### src/rtl/udp_port_dispatch.sv
// udp_port_dispatch: routes UDP payloads to NUM_CH streams by dest port.
// Ports: cfg_*, s_udp_hdr_*, s_axis_*, m_axis_*, busy, drop_count,
//   error_length; UDP_DISPATCH_STATS_EN adds stats_clr, ch_frame_count.
module udp_port_dispatch #(
  parameter int NUM_CH = 2,
  parameter int CNT_W  = 16
) (
  input  logic                  logic_clk,
  input  logic                  logic_rst_n,
  input  logic [16*NUM_CH-1:0]  cfg_port,
  input  logic [NUM_CH-1:0]     cfg_en,
  input  logic                  s_udp_hdr_valid,
  output logic                  s_udp_hdr_ready,
  input  logic [15:0]           s_udp_dest_port,
  input  logic [15:0]           s_udp_length,
  input  logic [7:0]            s_axis_tdata,
  input  logic                  s_axis_tvalid,
  output logic                  s_axis_tready,
  input  logic                  s_axis_tlast,
  input  logic                  s_axis_tuser,
  output logic [7:0]            m_axis_tdata,
  output logic [NUM_CH-1:0]     m_axis_tvalid,
  input  logic [NUM_CH-1:0]     m_axis_tready,
  output logic                  m_axis_tlast,
  output logic                  m_axis_tuser,
  output logic                  busy,
  output logic [CNT_W-1:0]      drop_count,
  output logic                  error_length
`ifdef UDP_DISPATCH_STATS_EN
  ,
  input  logic                  stats_clr,
  output logic [CNT_W*NUM_CH-1:0] ch_frame_count
`endif
);

  localparam int SEL_W = (NUM_CH > 1) ? $clog2(NUM_CH) : 1;

  typedef enum logic [1:0] {
    IDLE,
    FWD,
    DROP
  } state_t;

  state_t           state_q, state_d;
  logic [SEL_W-1:0] sel_q, hit_idx;
  logic             hit;
  logic [15:0]      exp_len_q, byte_cnt_q;
  logic [CNT_W-1:0] drop_q;
  logic             err_q;
  logic             hdr_hs, beat, len_bad, to_drop;
  logic             fwd_last;

  // Scan high to low so the lowest matching index wins.
  always_comb begin
    hit     = 1'b0;
    hit_idx = '0;
    for (int i = NUM_CH - 1; i >= 0; i--) begin
      if (cfg_en[i] && cfg_port[16*i +: 16] == s_udp_dest_port) begin
        hit     = 1'b1;
        hit_idx = SEL_W'(i);
      end
    end
  end

  assign hdr_hs   = s_udp_hdr_valid && s_udp_hdr_ready;
  assign beat     = s_axis_tvalid && s_axis_tready;
  assign len_bad  = (byte_cnt_q + 16'd1) != exp_len_q;
  assign to_drop  = !hit || (s_udp_length < 16'd8);
  assign fwd_last = (state_q == FWD) && beat && s_axis_tlast;

  always_comb begin
    state_d         = state_q;
    s_udp_hdr_ready = 1'b0;
    s_axis_tready   = 1'b0;
    m_axis_tvalid   = '0;
    m_axis_tuser    = s_axis_tuser;
    unique case (state_q)
      IDLE: begin
        s_udp_hdr_ready = 1'b1;
        if (s_udp_hdr_valid)
          state_d = to_drop ? DROP : FWD;
      end
      FWD: begin
        m_axis_tvalid[sel_q] = s_axis_tvalid;
        s_axis_tready        = m_axis_tready[sel_q];
        if (s_axis_tlast && len_bad)
          m_axis_tuser = 1'b1;
        if (beat && s_axis_tlast)
          state_d = IDLE;
      end
      DROP: begin
        s_axis_tready = 1'b1;
        if (beat && s_axis_tlast)
          state_d = IDLE;
      end
      default: state_d = IDLE;
    endcase
  end

  assign m_axis_tdata = s_axis_tdata;
  assign m_axis_tlast = s_axis_tlast;
  assign busy         = (state_q != IDLE);
  assign drop_count   = drop_q;
  assign error_length = err_q;

  always_ff @(posedge logic_clk or negedge logic_rst_n) begin
    if (!logic_rst_n) begin
      state_q    <= IDLE;
      sel_q      <= '0;
      exp_len_q  <= '0;
      byte_cnt_q <= '0;
      err_q      <= 1'b0;
    end else begin
      state_q <= state_d;
      err_q   <= 1'b0;
      if (hdr_hs) begin
        sel_q      <= hit_idx;
        exp_len_q  <= s_udp_length - 16'd8;
        byte_cnt_q <= '0;
      end
      if (state_q == FWD && beat) begin
        byte_cnt_q <= byte_cnt_q + 16'd1;
        if (s_axis_tlast)
          err_q <= len_bad;
      end
    end
  end

  always_ff @(posedge logic_clk or negedge logic_rst_n) begin
    if (!logic_rst_n) begin
      drop_q <= '0;
    end else begin
`ifdef UDP_DISPATCH_STATS_EN
      if (stats_clr)
        drop_q <= '0;
      else if (hdr_hs && to_drop && drop_q != '1)
        drop_q <= drop_q + 1'b1;
`else
      if (hdr_hs && to_drop && drop_q != '1)
        drop_q <= drop_q + 1'b1;
`endif
    end
  end

`ifdef UDP_DISPATCH_STATS_EN
  logic [CNT_W-1:0] frm_q [NUM_CH];

  always_ff @(posedge logic_clk or negedge logic_rst_n) begin
    if (!logic_rst_n) begin
      for (int c = 0; c < NUM_CH; c++)
        frm_q[c] <= '0;
    end else begin
      for (int c = 0; c < NUM_CH; c++) begin
        if (stats_clr)
          frm_q[c] <= '0;
        else if (fwd_last && sel_q == SEL_W'(c) && frm_q[c] != '1)
          frm_q[c] <= frm_q[c] + 1'b1;
      end
    end
  end

  for (genvar g = 0; g < NUM_CH; g++) begin : g_pack
    assign ch_frame_count[CNT_W*g +: CNT_W] = frm_q[g];
  end
`else
  logic unused_fwd_last;
  assign unused_fwd_last = fwd_last;
`endif

endmodule

### config.mk
export PLATFORM = sky130hd
export DESIGN_NAME = udp_port_dispatch
export DESIGN_NICKNAME = d
export VERILOG_FILES = /design/src/rtl/udp_port_dispatch.sv
export SDC_FILE = /design/constraint.sdc
export NUM_CORES = 1
export LEC_CHECK = 0
export CAP_MARGIN = 5
export CORE_MARGIN = 2
export CORE_UTILIZATION = 50
export CTS_CLUSTER_SIZE = 14
export DETAILED_ROUTE_END_ITERATION = 12
export GPL_ROUTABILITY_DRIVEN = 0
export PLACE_DENSITY = 0.86
export SLEW_MARGIN = 40
export SYNTH_ARGS = -nofsm -noshare
export SYNTH_HDL_FRONTEND = slang
export SYNTH_SLANG_ARGS = --single-unit
### constraint.sdc
create_clock -name logic_clk -period 6.4 [get_ports logic_clk]
set_input_delay 1.28 -clock logic_clk [delete_from_list [all_inputs] [get_ports logic_clk]]
set_output_delay 1.28 -clock logic_clk [all_outputs]
set_load 0.05 [all_outputs]
==> impl_metrics.env <==
export IMPL_status="finished clean"
export IMPL_ys_seq_area_frac=0.365
export IMPL_timing_final_crit_period_ns=4.68
export IMPL_route_vias_total=3284
export IMPL_finalPower_mw=1.14
export IMPL_ir_drop_mv=0.107
export IMPL_final_cell_mix="96 x clkdlybuf4s50_1, 62 x xnor2_1, 52 x dfrtp_1, 44 x nand2_1, 35 x o21ai_0"
export IMPL_grt_use_met3=0.0364
export IMPL_dieArea_um2=7820
export IMPL_layout_commonest_cell="clkdlybuf4s50_1"
export IMPL_grt_max_degree=53
export IMPL_drcViolationCount=0
export IMPL_worstSetupPathType="flop to primary output"
export IMPL_arrival_ns=3.40
export IMPL_syn_nets=496
export IMPL_nets=578
export IMPL_reg2reg_from="state_q[1]"
export IMPL_r2r_cells=6
export IMPL_tightest_slew_ns=0.689
export IMPL_finalSetupViolations=0
export IMPL_globalRouteMet1Util=0.308
export IMPL_cts_root_buf="clkbuf_8"
export IMPL_port_buffers=97
export IMPL_synth_cell_type_count=48
export IMPL_cts_buffers=5
export IMPL_pin_count=114
export IMPL_synth_edf_count=0
export IMPL_globalRoute_busiestLayer="met2"
export IMPL_maxCapViolations=0
export IMPL_routed_via_density=5.59
export IMPL_groute_usage_overall=0.234
export IMPL_layout_drive_gt1_share=0.0448
export IMPL_syn_cell_area_um2=3560
export IMPL_hold_path_startpoint="drop_count[5]"
export IMPL_cts_hold_buf=0
export IMPL_cp_slowest_stage_delay_ns=0.71
export IMPL_crit_buf_inv=1
export IMPL_cpMaxStageDelayCell="clkdlybuf4s50_1"
export IMPL_rrSetupSlack_ns=3.90
export IMPL_ys_flop_type="dfrtp_1"
export IMPL_final_period_utilization=0.731
export IMPL_leakagePower_nw=1.81
export IMPL_grt_first_pass_wirelength_um=14400
export IMPL_slew_violations=0
export IMPL_rows=30
export IMPL_dp_cells=579
export IMPL_whs_ns=0.496
export IMPL_syn_avg_cell_area_um2=8.73
export IMPL_grt_antenna_before_repair=0
export IMPL_slew_headroom=0.539
export IMPL_worst_setup_path_start_kind="flop"
export IMPL_cp_max_fo=10
export IMPL_hold_violations=0
export IMPL_cp_required_ns=5.12
export IMPL_yosysWarnings=0
export IMPL_min_path_type="flop to flop"
export IMPL_die_h_um=88.4
export IMPL_overflow=0
export IMPL_crit_family="simple AND/OR/NAND/NOR gates"
export IMPL_antenna_left=0
export IMPL_worstReg2RegEnd="byte_cnt_q[7]"
export IMPL_dp_slack_ns=1.95
export IMPL_drt_pass1_iter_count=4
export IMPL_final_setup_tns_ns=0
export IMPL_cpMostUsedCell="nand4_1"
export IMPL_grt_pass1_vias=3159
export IMPL_rsz0062_at_grt="false"
export IMPL_cts_resized=0
export IMPL_fin_cells=587
export IMPL_power_density_nw_per_um2=246
export IMPL_end_kind="primary output"
export IMPL_initial_core_util=0.522
export IMPL_holdPathEnd="drop_count[5]"
export IMPL_hpwl_um=6910
export IMPL_cts_setup_buffers=0
export IMPL_cts_sinks=52
export IMPL_whs_path_depth=1
export IMPL_clkLatencyLatePin_ns=0.30
export IMPL_use_met2=0.402
export IMPL_fmax_ghz=0.214
export IMPL_dieWidth_um=88.4
export IMPL_syn_to_final_growth_pct=30.0
export IMPL_clkTransAtPathRegs_ns=0.09
export IMPL_path_cells="ha_1, nand4_1, nor4_1, xnor2_1, a211oi_1, nand4_1, o311ai_0, nand2b_1, clkdlybuf4s50_1"
export IMPL_cts_tree="built"
export IMPL_ys_seq_elements=52
export IMPL_worst_slack_ns=1.72
export IMPL_core_um2=6830
export IMPL_antenna_cells=0
export IMPL_htree_levels=2
export IMPL_clock_path_buffers=2
export IMPL_finalClockSkew_ns=0.0112
export IMPL_wl_um=8720
export IMPL_drtIter0Drc=253
export IMPL_synthCells=408
export IMPL_async_flop_share=1.00
export IMPL_post_drt_wl_per_cell_um=14.9
-- cell type report --
type / instances / area (um^2)
flip-flops and latches: 52 / 1300
inverters: 9 / 33.8
well taps: 96 / 120
multi-input cells: 324 / 2110
repair buffers: 98 / 973
fillers: 584 / 2200
clock buffers: 8 / 90.1
-- how the worst max path moves through the flow --
stage | from | to | cells after the start
after global routing | byte_cnt_q[2] | m_axis_tuser | 8
final | byte_cnt_q[0] | m_axis_tuser | 9
after global placement | m_axis_tready[1] | s_axis_tready | 5
after floorplan | byte_cnt_q[0] | m_axis_tuser | 9
after CTS | byte_cnt_q[0] | m_axis_tuser | 9
after detailed placement | m_axis_tready[1] | s_axis_tready | 5
-- synthesized netlist by cell type (2+ instances only) --
cell | count | area, um^2
nor3b_1 | 2 | 15.0
nand3_1 | 23 | 115
o21ai_0 | 35 | 175
nor2b_1 | 7 | 43.8
nand2_1 | 45 | 169
nor3_1 | 13 | 65.1
inv_1 | 9 | 33.8
and3_1 | 11 | 68.8
o41ai_1 | 5 | 43.8
nand4_1 | 16 | 100
a31oi_1 | 3 | 18.8
xnor2_1 | 62 | 543
nand2b_1 | 3 | 18.8
clkbuf_1 | 12 | 45.0
and4_1 | 2 | 17.5
mux2_2 | 2 | 22.5
xor2_1 | 14 | 123
nor4_1 | 6 | 37.5
and2_1 | 2 | 12.5
dfrtp_1 | 52 | 1300
or3_4 | 2 | 22.5
a21o_1 | 2 | 15.0
ha_1 | 6 | 75.1
buf_4 | 9 | 67.6
nor2_1 | 32 | 120
a21oi_1 | 4 | 20.0
nand3b_1 | 3 | 22.5
o31ai_1 | 6 | 45.0
-- stage by stage --
step,utilization,instance area (um^2)
floorplan,-,3560
global placement,0.663,4530
detailed placement,0.665,4540
CTS,0.678,4630
global route,0.678,4630
finish,0.678,4630
-- state kept, by name (all words and copies together), names as in the netlist --
| signal | count |
|---|---|
| state_q | 2 |
| byte_cnt_q | 16 |
| sel_q | 1 |
| exp_len_q | 16 |
| drop_count | 16 |
| error_length | 1 |
-- per-layer routing --
layer / routed length, um / vias to the layer above / share of wire
met1: 3570 / 1557 / 0.41
met2: 4450 / 129 / 0.51
li1: - / 1586 / -
met5: 0 / - / 0
met4: 151 / 0 / 0.017
met3: 548 / 12 / 0.063
-- report_power, final --
part           total [mW]  switching (mW)  leakage, nW  internal [mW]
clock               0.192           0.103       0.0455         0.0885
combinational       0.485           0.268         1.08          0.217
sequential          0.463          0.0670        0.687          0.396
total                1.14           0.438         1.81          0.702
-- cell families after synthesis --
logic type               count (synthesis)  share of synthesized area
AO/OA/AOI/OAI                           63                      0.113
XOR/XNOR                                76                      0.187
adder cells (fa/ha/maj)                  6                     0.0211
buffers and inverters                   32                     0.0456
flip-flops                              52                      0.365
multiplexers                             4                     0.0137
AND/OR/NAND/NOR                        175                      0.255
No activity file was read; power rests on OpenSTA's default activity.
